--- src/rtl/dn_arb_pkg.sv ---
// Shared types and default widths for the download/CPU RAM arbiter.
package dn_arb_pkg;

  localparam int DN_ADDR_W = 14;
  localparam int DN_DATA_W = 8;

  typedef enum logic [2:0] {
    IDLE,
    DN_WR,
    CPU_WR,
    CPU_RD,
    CPU_RD_WAIT
  } arb_state_t;

  typedef enum logic {
    GRANT_DN,
    GRANT_CPU
  } grant_t;

endpackage

--- src/rtl/dn_hold_reg.sv ---
// One-entry holding register for ioctl download strobes: index filter,
// back-pressure flag and sticky overrun when a strobe arrives while full.
module dn_hold_reg
  import dn_arb_pkg::*;
#(
  parameter int          ADDR_W   = DN_ADDR_W,
  parameter int          DATA_W   = DN_DATA_W,
  parameter logic [7:0]  DN_INDEX = 8'd0
) (
  input  logic              i_clk_sys,
  input  logic              i_reset,
  input  logic              i_dn_download,
  input  logic              i_dl_rise,
  input  logic              i_dn_wr,
  input  logic [ADDR_W-1:0] i_dn_addr,
  input  logic [DATA_W-1:0] i_dn_data,
  input  logic [7:0]        i_dn_index,
  input  logic              i_clr,
  output logic              o_pend,
  output logic [ADDR_W-1:0] o_addr,
  output logic [DATA_W-1:0] o_data,
  output logic              o_overrun
);

  logic              r_pend;
  logic              r_overrun;
  logic [ADDR_W-1:0] r_addr;
  logic [DATA_W-1:0] r_data;
  logic              w_cap;
  logic              w_room;

  assign w_cap  = i_dn_wr && i_dn_download && (i_dn_index == DN_INDEX);
  // The entry being committed this cycle frees its slot for a same-cycle strobe.
  assign w_room = !r_pend || i_clr;

  always_ff @(posedge i_clk_sys) begin
    if (i_reset) begin
      r_pend    <= 1'b0;
      r_overrun <= 1'b0;
      r_addr    <= '0;
      r_data    <= '0;
    end else begin
      if (w_cap && w_room) begin
        r_pend <= 1'b1;
        r_addr <= i_dn_addr;
        r_data <= i_dn_data;
      end else if (i_clr) begin
        r_pend <= 1'b0;
      end

      if (w_cap && !w_room)
        r_overrun <= 1'b1;
      else if (i_dl_rise)
        r_overrun <= 1'b0;
    end
  end

  assign o_pend    = r_pend;
  assign o_addr    = r_addr;
  assign o_data    = r_data;
  assign o_overrun = r_overrun;

endmodule

--- src/rtl/dn_ram_arbiter.sv ---
// Round-robin arbiter sharing one single-port BRAM between ioctl downloads and the CPU.
// Optional running byte checksum of committed download data: define DN_CHECKSUM_EN.
module dn_ram_arbiter
  import dn_arb_pkg::*;
#(
  parameter int         ADDR_W   = DN_ADDR_W,
  parameter int         DATA_W   = DN_DATA_W,
  parameter logic [7:0] DN_INDEX = 8'd0,
  parameter bit         LOCK_CPU = 1'b1
) (
  input  logic              clk_sys,
  input  logic              reset,
  input  logic              dn_download,
  input  logic              dn_wr,
  input  logic [ADDR_W-1:0] dn_addr,
  input  logic [DATA_W-1:0] dn_data,
  input  logic [7:0]        dn_index,
  output logic              dn_wait,
  output logic              dn_overrun,
  output logic              dn_done,
  output logic              core_reset,
  input  logic              cpu_req,
  input  logic              cpu_we,
  input  logic [ADDR_W-1:0] cpu_addr,
  input  logic [DATA_W-1:0] cpu_din,
  output logic [DATA_W-1:0] cpu_dout,
  output logic              cpu_ack,
  output logic [ADDR_W-1:0] ram_addr,
  output logic [DATA_W-1:0] ram_din,
  output logic              ram_we,
`ifdef DN_CHECKSUM_EN
  output logic [15:0]       dn_sum,
`endif
  input  logic [DATA_W-1:0] ram_dout
);

  // state       | meaning
  // IDLE        | pick DN or CPU (round-robin on a tie)
  // DN_WR       | write the held download byte
  // CPU_WR      | write CPU data, ack
  // CPU_RD      | present CPU address to RAM
  // CPU_RD_WAIT | capture RAM data; ack follows next cycle
  arb_state_t        r_state;
  arb_state_t        w_next;
  grant_t            r_last_grant;
  logic              r_dl_q;
  logic              r_done_pend;
  logic              r_done;
  logic              r_rd_ack;
  logic [ADDR_W-1:0] r_ram_addr_q;
  logic [DATA_W-1:0] r_ram_din_q;
  logic [DATA_W-1:0] r_cpu_dout;

  logic              w_dl_rise;
  logic              w_cpu_ok;
  logic              w_pick_dn;
  logic              w_pend;
  logic              w_overrun;
  logic [ADDR_W-1:0] w_hold_addr;
  logic [DATA_W-1:0] w_hold_data;
  logic              w_ram_we;
  logic [ADDR_W-1:0] w_ram_addr;
  logic [DATA_W-1:0] w_ram_din;

  assign w_dl_rise = dn_download && !r_dl_q;
  // r_rd_ack masks the still-held request during the read ack cycle.
  assign w_cpu_ok  = cpu_req && !r_rd_ack && !(LOCK_CPU && dn_download);
  assign w_pick_dn = w_pend && (!w_cpu_ok || (r_last_grant == GRANT_CPU));

  dn_hold_reg #(
    .ADDR_W   (ADDR_W),
    .DATA_W   (DATA_W),
    .DN_INDEX (DN_INDEX)
  ) u_hold (
    .i_clk_sys     (clk_sys),
    .i_reset       (reset),
    .i_dn_download (dn_download),
    .i_dl_rise     (w_dl_rise),
    .i_dn_wr       (dn_wr),
    .i_dn_addr     (dn_addr),
    .i_dn_data     (dn_data),
    .i_dn_index    (dn_index),
    .i_clr         (r_state == DN_WR),
    .o_pend        (w_pend),
    .o_addr        (w_hold_addr),
    .o_data        (w_hold_data),
    .o_overrun     (w_overrun)
  );

  always_comb begin
    w_next     = r_state;
    w_ram_we   = 1'b0;
    w_ram_addr = r_ram_addr_q;
    w_ram_din  = r_ram_din_q;
    case (r_state)
      IDLE: begin
        if (w_pick_dn)
          w_next = DN_WR;
        else if (w_cpu_ok)
          w_next = cpu_we ? CPU_WR : CPU_RD;
      end
      DN_WR: begin
        w_ram_we   = 1'b1;
        w_ram_addr = w_hold_addr;
        w_ram_din  = w_hold_data;
        w_next     = IDLE;
      end
      CPU_WR: begin
        w_ram_we   = 1'b1;
        w_ram_addr = cpu_addr;
        w_ram_din  = cpu_din;
        w_next     = IDLE;
      end
      CPU_RD: begin
        w_ram_addr = cpu_addr;
        w_next     = CPU_RD_WAIT;
      end
      CPU_RD_WAIT: w_next = IDLE;
      default:     w_next = IDLE;
    endcase
  end

  always_ff @(posedge clk_sys) begin
    if (reset) begin
      r_state      <= IDLE;
      r_last_grant <= GRANT_CPU;
      r_dl_q       <= 1'b0;
      r_done_pend  <= 1'b0;
      r_done       <= 1'b0;
      r_rd_ack     <= 1'b0;
      r_ram_addr_q <= '0;
      r_ram_din_q  <= '0;
      r_cpu_dout   <= '0;
    end else begin
      r_state      <= w_next;
      r_dl_q       <= dn_download;
      r_ram_addr_q <= w_ram_addr;
      r_ram_din_q  <= w_ram_din;
      r_rd_ack     <= (r_state == CPU_RD_WAIT);
      if (r_state == CPU_RD_WAIT)
        r_cpu_dout <= ram_dout;

      if (r_state == DN_WR)
        r_last_grant <= GRANT_DN;
      else if ((r_state == CPU_WR) || (r_state == CPU_RD_WAIT))
        r_last_grant <= GRANT_CPU;

      // Armed for the whole download so core_reset has no gap after the falling edge.
      r_done <= 1'b0;
      if (dn_download) begin
        r_done_pend <= 1'b1;
      end else if (r_done_pend && !w_pend && (r_state != DN_WR)) begin
        r_done_pend <= 1'b0;
        r_done      <= 1'b1;
      end
    end
  end

`ifdef DN_CHECKSUM_EN
  logic [15:0] r_sum;

  always_ff @(posedge clk_sys) begin
    if (reset || w_dl_rise)
      r_sum <= '0;
    else if (r_state == DN_WR)
      r_sum <= r_sum + 16'(w_hold_data);
  end

  assign dn_sum = r_sum;
`endif

  assign dn_wait    = w_pend;
  assign dn_overrun = w_overrun;
  assign dn_done    = r_done && !reset;
  assign core_reset = reset || dn_download || w_pend || r_done_pend;
  assign cpu_dout   = r_cpu_dout;
  assign cpu_ack    = !reset && ((r_state == CPU_WR) || r_rd_ack);
  assign ram_we     = w_ram_we && !reset;
  assign ram_addr   = w_ram_addr;
  assign ram_din    = w_ram_din;

endmodule

--- config.mk ---
export PLATFORM = sky130hd
export DESIGN_NAME = dn_ram_arbiter
export DESIGN_NICKNAME = d
export VERILOG_FILES = /design/src/rtl/dn_arb_pkg.sv /design/src/rtl/dn_hold_reg.sv /design/src/rtl/dn_ram_arbiter.sv
export SDC_FILE = /design/constraint.sdc
export NUM_CORES = 1
export LEC_CHECK = 0
export BUFFER_PORTS_ARGS = -buffer_cell sky130_fd_sc_hd__buf_2
export CORE_MARGIN = 5
export CORE_UTILIZATION = 45
export CTS_CLUSTER_DIAMETER = 80
export DETAILED_ROUTE_END_ITERATION = 8
export HOLD_SLACK_MARGIN = 0.05
export PLACE_DENSITY = 0.76
export SLEW_MARGIN = 20
export SYNTH_ARGS = -nofsm -noshare
export SYNTH_HDL_FRONTEND = slang
export SYNTH_SLANG_ARGS = --single-unit
--- constraint.sdc ---
create_clock -name clk_sys -period 1.2 [get_ports clk_sys]
set_clock_uncertainty 0.05 [all_clocks]
set_input_delay 0.06 -clock clk_sys [delete_from_list [all_inputs] [get_ports clk_sys]]
set_output_delay 0.06 -clock clk_sys [all_outputs]
set_load 0.01 [all_outputs]
# Word-level counts from Yosys, hierarchy flattened

Index checks and enable logic that the tools add are counted.

Register bits after elaboration: 62
Bits of input ports: 66
Output and inout bits: 36
Word-level logic and storage cells: 71

Multiplexer cells: 16
Equality and inequality tests: 6
Reduce and logical (&&, ||, !) cells: 36

Operators by type and width:

| kind                 | number |
|---|---|
| $pmux W14 S2         | 1 |
| $pmux W8 S2          | 1 |
| $logic_and A1 B1 Y1  | 13 |
| $mux W1              | 11 |
| $logic_not A8 Y1     | 1 |
| $reduce_bool A2 Y1   | 4 |
| $logic_not A1 Y1     | 7 |
| $logic_or A1 B1 Y1   | 7 |
| $eq A3 B2 Y1 const B | 2 |
| $mux W3              | 2 |
| $pmux W3 S2          | 1 |
| $reduce_or A2 Y1     | 3 |
| $eq A3 B1 Y1 const B | 1 |
| $eq A3 B3 Y1 const B | 1 |
| $logic_not A3 Y1     | 1 |
| $ne A3 B1 Y1 const B | 1 |
| $ne A3 B3 Y1 const B | 1 |

# Longest topological paths before layout

Gate-level depths: netlist of the first run.

Depth in word-level cells: 8
Depth in mapped cells: 6
Gate-level depth less buffers: 4

# Modules after synthesis

A second synthesis of the first run with hierarchy kept.

Cell total of the unflattened synthesis: 356
Area total of the unflattened synthesis: 3214.3 µm²

By module, submodules not included:

| module         | area each (µm²) | cells each | seq. area each (µm²) | instances |
|---|---|---|---|---|
| dn_ram_arbiter | 2098.3          | 249        | 760.7                | 1 |
| dn_hold_reg    | 1116.1          | 107        | 480.5                | 1 |

# Least setup slack after synthesis of the first run

No wires, ideal clock.

Path type: register to register
Start point: reg r_state[1]
End point: reg r_ram_addr_q[10]
Stages on the path, launching flop included: 5
Data arrival time: 1.149 ns
Path slack: -0.127 ns
Clock period less this slack: 1.327 ns
Setup time: 0.128 ns
Path buffers: 1
Data required time: 1.022 ns
Cell sequence: dfxtp_1 > clkbuf_1 > a21oi_1 > a221o_1 > nor2b_1

Cells in the longest elaborated chain, start to end: 3
Elaborated cells on any way between the ends: 5
Those cells by class: eq/ne (3); mux (1); reduce/logical (1)

RTL lines:

| element                    | RTL line              | source |
|---|---|---|
| from (decl)                | dn_ram_arbiter.sv:43  | `arb_state_t r_state;` |
| from (signal assigned)     | dn_ram_arbiter.sv:135 | `r_state <= w_next;` |
| $eq A3 B2 Y1               | dn_ram_arbiter.sv:95  | `case (r_state)` |
| $reduce_or A2 Y1 (no line) | --                    |  |
| $pmux W14 S2 *             | dn_ram_arbiter.sv:95  |  |
| net ram_addr[10]           | dn_ram_arbiter.sv:28  | `output logic [ADDR_W-1:0] ram_addr,` |
| to (signal assigned)       | dn_ram_arbiter.sv:137 | `r_ram_addr_q <= w_ram_addr;` |
| to (decl)                  | dn_ram_arbiter.sv:50  | `logic [ADDR_W-1:0] r_ram_addr_q;` |

The timed path passes the listed nets; every way through them passes the cells marked *.
A chain may end at the register's enable or synchronous reset.

# Final worst setup path of the first run

Start point: reg r_state[2]
End point: reg u_hold.r_data[6], in the netlist u_hold.o_data[6]

Cells in the longest elaborated chain, start to end: 3

RTL lines:

| element              | RTL line             | source |
|---|---|---|
| $eq A3 B1 Y1         | dn_ram_arbiter.sv:83 | `.i_clr (r_state == DN_WR),` |
| $logic_or A1 B1 Y1   | dn_hold_reg.sv:34    | `assign w_room = !r_pend \|\| i_clr;` |
| $logic_and A1 B1 Y1  | dn_hold_reg.sv:43    | `if (w_cap && w_room) begin` |
| to (signal assigned) | dn_hold_reg.sv:46    | `r_data <= i_dn_data;` |
| to (decl)            | dn_hold_reg.sv:28    | `logic [DATA_W-1:0] r_data;` |

Every way passes these cells.

==> reports/results.ini, run 1 <==
[power]
power.share.clock_pct = 36.8
irDropWorstVdd_mv = 0.8221
internal_power_mw = 3.283
comb_power_share_pct = 17.1
switching_share_pct = 29.26
seq_power_share_pct = 46.1
p_leak_nw = 1.924
powerDensity_mw_per_mm2 = 989.5
p_sw_mw = 1.358

[timing]
worstMarginPinSlew_ns = 0.3203
finalCritPeriodShare_pct = 141.2
rsz0062_at_grt = yes
slew_headroom_pct = 78.48
fmax_ghz = 0.5903
tns_ns = -26.01
worst_slack_ns = -0.4941
hold_viol_final = 0
finalSetupViolCount = 84
fin_crit_ns = 1.694
final_max_slew_viol_count = 0
hold_ws_ns = 0.01999

[placement]
hpwl_microns = 5731
dp_cells = 537
gp_congestion = 0.7964
io_buffers = 101

[synth]
syn-num-nets = 425
synth.distinct_cells = 31
ys_seq_area_share_pct = 43.13
ys_ff_latch = 62
avgSynthCellArea_sq_um = 8.016
synthArstFlopShare_pct = 0
yosysWarnings = 0
yosys_most_used_dff = dfxtp_1
syn_inst = 359
synth-edff-count = 0
syn_area_sq_mm = 0.002878

[route]
wl_per_cell_microns = 17.47
drtAntennaViolNets = 0
drt-initial-drc-count = 280
num_vias = 3390
first_pass_iters = 6
wl_microns = 10650
viasPerCell = 5.557
drc = 0

[critical_path]
path_max_fanout = 11
cpPeakStageDelay_ns = 0.40
crit_path_top_delay_cell = dfxtp_4
cp_data_arrival_time_ns = 1.92
reg2reg_depth = 7
required_ns = 1.43
path_class = reg2reg
cp-end-kind = flip-flop
cp.depth = 7
cp_num_buf_inv = 3
path_cells = buf_6 -> buf_4 -> nor3b_4 -> o2111a_2 -> buf_8 -> nand2_1 -> a21oi_1
critPathLaunchType = flip-flop
cp_top_family = compound AO/OA/AOI/OAI gates

[clock_tree]
cts_tree = yes
htreeDepth = 3
cts_root_buf = clkbuf_8
clk_latency_ns = 0.36
cts_buffers = 9
cts_sinks = 62
clk_pin_slew_ns = 0.08
clockBufferDepth = 2

[global_routing]
grt.busiest_layer = met2
grt_pass1_wl_microns = 14870
antenna_found_initial = 0
grtUsageMet1_pct = 26.78
grt_pass1_vias = 3176
grt_use_met3_pct = 7.179
grt_use_met2_pct = 36.52
overflow = 0
grt_usage_pct = 22.12
grt_max_degree = 31

[finish]
antenna_cells = 0
final_cell_mix = buf_2, nand2_1, dfxtp_1, a21oi_1, dlygate4sd3_1
finalNonFillerCells = 610
final_util_pct = 74.73
fin_nets = 594
layout_commonest_cell = buf_2
syn_to_final_growth_pct = 63.00
drive_gt1_share_pct = 44.28

[hold_path]
hold_class = in2reg
worstHoldPathCells = 3

[floorplanning]
io_pins = 102
coreArea_sq_mm = 0.006277
die_w_microns = 89.97
start_util_pct = 45.84
die_h_microns = 89.97
rows = 29
dieArea_sq_mm = 0.008095

[status]
outcome = finished with violations
violations = setup timing

[job]
cap_violations = 0

-- final cells by class --
cell class	count	area, sq um
Inverter	5	18.77
Tap cell	77	96.34
Clock inverter	7	60.06
Fill cell	399	1587
Multi-Input combinational cell	264	1740
Clock buffer	9	123.9
Timing Repair Buffer	186	1398
Sequential cell	62	1254
-- per-layer routing --
metal | part of all wire [%] | routed length, microns | up-vias
li1 | - | - | 1601
met1 | 40 | 4215 | 1585
met2 | 51 | 5421 | 183
met3 | 7.4 | 788 | 21
met4 | 2.1 | 229 | 0
met5 | 0 | 0 | -
-- Yosys cell counts, types with 2 or more instances --
| cell type | instances | area, sq um |
|---|---|---|
| a21oi_1 | 67 | 335.3 |
| o22ai_1 | 12 | 75.07 |
| inv_1 | 5 | 18.77 |
| clkbuf_1 | 12 | 45.04 |
| or3_1 | 4 | 25.02 |
| nand2b_1 | 15 | 93.84 |
| nor2_1 | 24 | 90.09 |
| buf_4 | 4 | 30.03 |
| buf_6 | 3 | 33.78 |
| o21ai_0 | 7 | 35.03 |
| nand3_1 | 2 | 10.01 |
| dfxtp_1 | 62 | 1241 |
| nor3_1 | 2 | 10.01 |
| nor2b_1 | 15 | 93.84 |
| and3_1 | 3 | 18.77 |
| nand2_1 | 64 | 240.2 |
| a221o_1 | 14 | 140.1 |
| nand3b_1 | 14 | 105.1 |
| buf_2 | 10 | 50.05 |
| a211oi_1 | 9 | 67.56 |
-- path summary, 6_finish.rpt --
| kind | startpoint | to | slack (ns) |
|---|---|---|---|
| worst max-delay path | r_state[2] | u_hold.o_data[6] | -0.49 |
| worst min-delay path | cpu_addr[2] | r_ram_addr_q[2] | 0.02 |
| worst max register to register | r_state[2] | u_hold.o_data[6] | -0.49 |
| worst min register to register | u_hold.o_addr[12] | u_hold.o_addr[12] | 0.41 |
-- cells by family after synthesis --
logic type / count (synthesis) / synth area share [%]
simple gates: 150 / 26.48
compound gates: 112 / 23.91
flops: 62 / 43.13
buf+inv: 34 / 6.174
xor+xnor: 1 / 0.3044
-- worst reg2reg max path: cells and delay by family, from the launching register on --
family	cells	cell delay, ns
compound gates	2	0.46
simple gates	2	0.29
flops	1	0.40
buf+inv	3	0.42
-- power by group through the flow --
stage / Combinational [mW] / Clock, mW / Sequential [mW]
after floorplan: 0.281 / 0 / 2.17
after global placement: 0.510 / 0 / 2.18
after detailed placement: 0.516 / 0 / 2.18
after CTS: 0.648 / 1.72 / 2.13
after global routing: 0.844 / 1.84 / 2.14
final: 0.794 / 1.71 / 2.14
-- metrics by stage --
stage,instance area (sq um),power (mW),setup WS [ns]
global placement,3610,2.688,-0.1797
detailed placement,3610,2.696,-0.2034
floorplan,2930,2.450,-0.08027
CTS,4377,4.495,-0.4759
finish,4691,4.641,-0.4941
global route,4691,4.829,-0.5695
-- sequential cells by signal, indices dropped and copies added, names as in the netlist, 3 cells and up --
register,flops
r_ram_din_q,8
r_ram_addr_q,14
cpu_dout,8
r_state,3
u_hold.o_addr,14
u_hold.o_data,8
-- timing repair --
item,4_1_cts,5_1_grt
pin swaps,18,22
gates resized for setup,34,61
hold endpoints to repair,50,8
buffers inserted,13,8
gates cloned,2,2
hold buffers,34,1
setup endpoints to repair,81,86
No activity file was read; power rests on OpenSTA's default activity.
==> run 2: changes to the inputs <==
--- a/config.mk
+++ b/config.mk
@@ -12,6 +12,7 @@
 export DETAILED_ROUTE_END_ITERATION = 8
 export HOLD_SLACK_MARGIN = 0.05
 export PLACE_DENSITY = 0.76
+export RECOVER_POWER = 100
 export SLEW_MARGIN = 20
 export SYNTH_ARGS = -nofsm -noshare
 export SYNTH_HDL_FRONTEND = slang
==> run 2 against run 1 <==
Compared with the run above: the run still ends with setup timing left; hold slack got worse by 0.0022 ns; maximum frequency decreased by 0.10%; utilization down 0.22 points; sequential power about the same; combinational power hardly changed; first-iteration DRC count increased by 0.71%; via count fell by 0.83%; cell area decreased by 0.29%; die area stayed put; sequential share of layout area increased by 0.052 points.
==> reports/results.ini, run 2 (same netlist as run 1, synthesis figures left out) <==
[status]
outcome = finished with violations
violations = setup timing

[floorplanning]
die_h_microns = 89.97
coreArea_sq_mm = 0.006277
dieArea_sq_mm = 0.008095
io_pins = 102
start_util_pct = 45.84
rows = 29
die_w_microns = 89.97

[clock_tree]
cts_buffers = 9
cts_sinks = 62
clk_latency_ns = 0.36
cts_tree = yes
clockBufferDepth = 2
cts_root_buf = clkbuf_8
htreeDepth = 3
clk_pin_slew_ns = 0.08

[power]
p_leak_nw = 1.880
p_sw_mw = 1.369
power_mw = 4.652
switching_share_pct = 29.42
powerDensity_mw_per_mm2 = 994.6
internal_power_mw = 3.283
comb_power_share_pct = 17.1
irDropWorstVdd_mv = 0.8236
power.share.clock_pct = 36.9
seq_power_share_pct = 46.0

[route]
drc = 0
first_pass_iters = 5
viasPerCell = 5.511
num_vias = 3362
drtAntennaViolNets = 0
wl_per_cell_microns = 17.44
wl_microns = 10640
drt-initial-drc-count = 282

[finish]
drive_gt1_share_pct = 42.21
syn_to_final_growth_pct = 62.52
antenna_cells = 0
layout_commonest_cell = buf_2
fin_nets = 594
final_cell_mix = buf_2, nand2_1, dfxtp_1, a21oi_1, dlygate4sd3_1

[timing]
worst_slack_ns = -0.4958
slew_headroom_pct = 78.45
worstMarginPinSlew_ns = 0.3209
hold_viol_final = 0
finalCritPeriodShare_pct = 141.3
final_max_slew_viol_count = 0
fmax_ghz = 0.5897
rsz0062_at_grt = yes
fin_crit_ns = 1.696
hold_ws_ns = 0.01783
finalSetupViolCount = 84

[critical_path]
timing.rr.start = r_state[2]
required_ns = 1.41
cpPeakStageDelay_ns = 0.40
crit_path_start = r_state[2]
path_max_fanout = 11
cp_data_arrival_time_ns = 1.91
path_cells = buf_6 -> buf_4 -> nor3b_4 -> o2111a_2 -> buf_16 -> nand2_1 -> a21oi_1
crit_path_top_delay_cell = dfxtp_4
critPathLaunchType = flip-flop
cp-end-kind = flip-flop
path_class = reg2reg

[global_routing]
grt_usage_pct = 22.12
antenna_found_initial = 0
grt_pass1_vias = 3176
grt_max_degree = 31
overflow = 0
grt_pass1_wl_microns = 14870

[job]
cap_violations = 0

[hold_path]
hold_class = in2reg
min-delay-start = cpu_addr[2]

[placement]
io_buffers = 101
gp_congestion = 0.7964
hpwl_microns = 5731

## run 2: cell types whose count changed in the layout (fill, tap and decap cells not counted), sizes merged
| cell | before | now |
|---|---|---|
| buf | 151 | 140 |
| clkbuf | 10 | 21 |
## run 2: final timing paths
kind | end | cells after the start | slack [ns]
worst min register to register | u_hold.o_addr[12] | 2 | 0.41
worst min-delay path | r_ram_addr_q[2] | 3 | 0.02
worst max-delay path | u_hold.o_addr[3] | 7 | -0.50
worst max register to register | u_hold.o_addr[3] | 7 | -0.50
## run 2: critical path: cells and delay by family, from the launching register on
family / cells / cell delay [ns]
simple gates: 2 / 0.28
compound gates: 2 / 0.47
buf+inv: 3 / 0.41
flops: 1 / 0.40
## run 2: area by class of cell
class / count / area [sq um]
Sequential cell: 62 / 1252
Clock buffer: 9 / 123.9
Inverter: 5 / 18.77
Timing Repair Buffer: 186 / 1385
Clock inverter: 7 / 60.06
Multi-Input combinational cell: 264 / 1740
Fill cell: 408 / 1600
Tap cell: 77 / 96.34
## run 2: per-layer routing
metal  track usage, %  share of wire (%)  routed length, microns  vias up
li1                 -                  -                       -     1599
met1            26.78                 40                    4252     1580
met2            36.52                 51                    5403      162
met3            7.179                7.0                     746       21
met4            8.189                2.2                     237        0
met5                0                  0                       0        -
## run 2: power by group through the flow
stage	Sequential [mW]	Combinational (mW)	Clock (mW)
after floorplan	2.17	0.281	0
after global placement	2.18	0.510	0
after detailed placement	2.18	0.516	0
after CTS	2.13	0.648	1.72
after global routing	2.14	0.844	1.84
final	2.14	0.794	1.72
## run 2: repair_timing
| action | CTS | global route |
|---|---|---|
| resized for setup | 34 | 61 |
| hold buffers | 34 | 1 |
| hold endpoints to repair | 50 | 8 |
| cloned | 2 | 2 |
| setup buffers | 13 | 8 |
| pin swaps | 18 | 22 |
| endpoints found under the setup margin | 81 | 86 |
## run 2: per-stage QoR
stage | cells | worst slack [ns] | area [sq um] | util (%) | TNS, ns
after floorplan | 359 | -0.08027 | 2930 | - | -2.923
after global placement | 537 | -0.1797 | 3610 | 57.50 | -7.696
after detailed placement | 537 | -0.2034 | 3610 | 57.50 | -10.45
after CTS | 602 | -0.4759 | 4377 | 69.72 | -21.79
after global routing | 610 | -0.5695 | 4677 | 74.51 | -30.61
final | 610 | -0.4958 | 4677 | 74.51 | -26.02
==> run 3: changes to the inputs <==
--- a/config.mk
+++ b/config.mk
@@ -6,7 +6,7 @@
 export NUM_CORES = 1
 export LEC_CHECK = 0
 export BUFFER_PORTS_ARGS = -buffer_cell sky130_fd_sc_hd__buf_2
-export CORE_MARGIN = 5
+export CORE_MARGIN = 1
 export CORE_UTILIZATION = 45
 export CTS_CLUSTER_DIAMETER = 80
 export DETAILED_ROUTE_END_ITERATION = 8
==> run 3 against run 2 <==
Compared with the run above: the flow still finishes with violations (setup timing); utilization increased by 6.2 points; flip-flop and latch count unchanged; maximum frequency decreased by 8.9%; final cell count decreased by 0.33%; sequential share of layout area decreased by 1.2 points; hold slack got worse by 0.0045 ns; critical path depth decreased by 2; largest power group unchanged; critical path type is now reg2out; total power increased by 5.5%; combinational power increased by 4.4%; cell area increased by 4.6%; setup slack got worse by 0.17 ns.
==> reports/results.ini, run 3 (same netlist as run 1, synthesis figures left out) <==
[critical_path]
cp-end-kind = output port
required_ns = 1.09
crit_path_top_delay_cell = dfxtp_4
timing.rr.start = r_state[2]
path_max_fanout = 5
cp_top_family = compound AO/OA/AOI/OAI gates
crit_path_start = r_state[2]
path_cells = inv_1 -> nand2_4 -> o22ai_1 -> a21oi_2 -> buf_2
critPathLaunchType = flip-flop
cp_num_buf_inv = 2
cpPeakStageDelay_ns = 0.39
path_class = reg2out
cp_data_arrival_time_ns = 1.75

[clock_tree]
cts_sinks = 62
cts_root_buf = clkbuf_8
clk_pin_slew_ns = 0.09
clockBufferDepth = 2
cts_hold_buf = 33
clk_latency_ns = 0.36
htreeDepth = 3
cts_tree = yes
cts_buffers = 9

[global_routing]
overflow = 0
grt_pass1_vias = 3135
grt_max_degree = 31
grt_pass1_wl_microns = 14790
grt_usage_pct = 29.81
grt_use_met3_pct = 9.111
grt.busiest_layer = met2
grt_use_met2_pct = 49.92
antenna_found_initial = 0
grtUsageMet1_pct = 34.46

[power]
irDropWorstVdd_mv = 0.8627
p_leak_nw = 1.975
powerDensity_mw_per_mm2 = 1003
power_mw = 4.907

[hold_path]
min-delay-start = cpu_addr[9]
hold_class = in2reg

[route]
num_vias = 3477
wl_microns = 11010
wl_per_cell_microns = 18.10
viasPerCell = 5.719
drt-initial-drc-count = 286
drc = 0
first_pass_iters = 5
drtAntennaViolNets = 0

[finish]
syn_to_final_growth_pct = 70.04
layout_commonest_cell = buf_2
fin_nets = 594
finalNonFillerCells = 608
antenna_cells = 0
nFillCells = 345
drive_gt1_share_pct = 45.59
final_cell_mix = buf_2, dfxtp_1, nand2_1, a21oi_1, dlygate4sd3_1

[timing]
final_max_slew_viol_count = 0
slew_headroom_pct = 55.98
finalSetupViolCount = 82
finalCritPeriodShare_pct = 155.1
worstMarginPinSlew_ns = 0.6604
worst_slack_ns = -0.6616
hold_viol_final = 0
fmax_ghz = 0.5372
tns_ns = -29.43
rsz0062_at_grt = yes
fin_crit_ns = 1.862

[floorplanning]
dieArea_sq_mm = 0.006719
io_pins = 102
die_w_microns = 81.97
die_h_microns = 81.97
start_util_pct = 47.48
coreArea_sq_mm = 0.006061
rows = 28

[placement]
dp_cells = 533
dpl_worst_slack_ns = -0.1936
hpwl_microns = 5344
gp_congestion = 0.7719
io_buffers = 101

[status]
outcome = finished with violations
violations = setup timing

[job]
cap_violations = 0

## run 3: cell count changes in the layout (fill, tap and decap cells not counted), moves of 3 or more
cell / previous run / this run
a21oi_1: 49 / 37
a21oi_2: 18 / 29
buf_12: 4 / 10
buf_4: 27 / 19
clkinv_4: 5 / 1
nand2_1: 59 / 52
nand2_4: 2 / 6
nor2b_1: 15 / 12
nor2b_4: 0 / 3
o21ai_2: 4 / 1
o22ai_1: 1 / 4
o22ai_2: 10 / 7
## run 3: area by class of cell
cell class | count | area [sq um] | share of cell area [%]
clock buffer | 9 | 123.9 | 2.531
clock inverter | 7 | 80.08 | 1.636
inverter | 5 | 21.27 | 0.4347
multi-input combinational | 263 | 1821 | 37.20
sequential | 62 | 1254 | 25.62
tap | 75 | 93.84 | 1.918
timing repair buffer | 187 | 1500 | 30.66
## run 3: power breakdown
group	leakage [nW]	total (mW)	internal, mW	switching [mW]
clock network	0.0968	1.94	0.983	0.956
logic	1.37	0.829	0.429	0.399
registers	0.505	2.14	2.09	0.0452
## run 3: per-layer routing
layer | part of all wire (%) | wire (microns) | up-vias
met5 | 0 | 0 | -
met4 | 2.5 | 280 | 0
met3 | 7.6 | 832 | 31
met2 | 50 | 5548 | 196
met1 | 39 | 4346 | 1652
li1 | - | - | 1598
## run 3: timing repair
action,4_1_cts,5_1_grt
pin swaps,34,22
gates resized for setup,48,78
setup endpoints to repair,81,85
endpoints found under the hold margin,47,6
setup buffers,21,12
gates cloned,5,1
## run 3: worst paths after layout
kind / endpoint / slack [ns] / depth (start not counted)
worst max-delay path: ram_din[5] / -0.66 / 5
worst min-delay path: r_ram_addr_q[9] / 0.01 / 3
worst max register to register: u_hold.o_addr[10] / -0.52 / 7
worst min register to register: u_hold.o_addr[11] / 0.41 / 2
## run 3: through the flow
step | cell area, sq um | hold slack (ns) | util (%)
floorplan | 2930 | 0.1460 | -
global placement | 3630 | 0.2504 | 59.89
detailed placement | 3630 | 0.2550 | 59.89
CTS | 4594 | 0.006306 | 75.81
global route | 4893 | 0.03523 | 80.74
finish | 4893 | 0.01328 | 80.74
## run 3: tightest hold or removal path, cell delays in order
cell	delay, ns
buf_2	0.07
a221o_1	0.13
nor2b_1	0.12
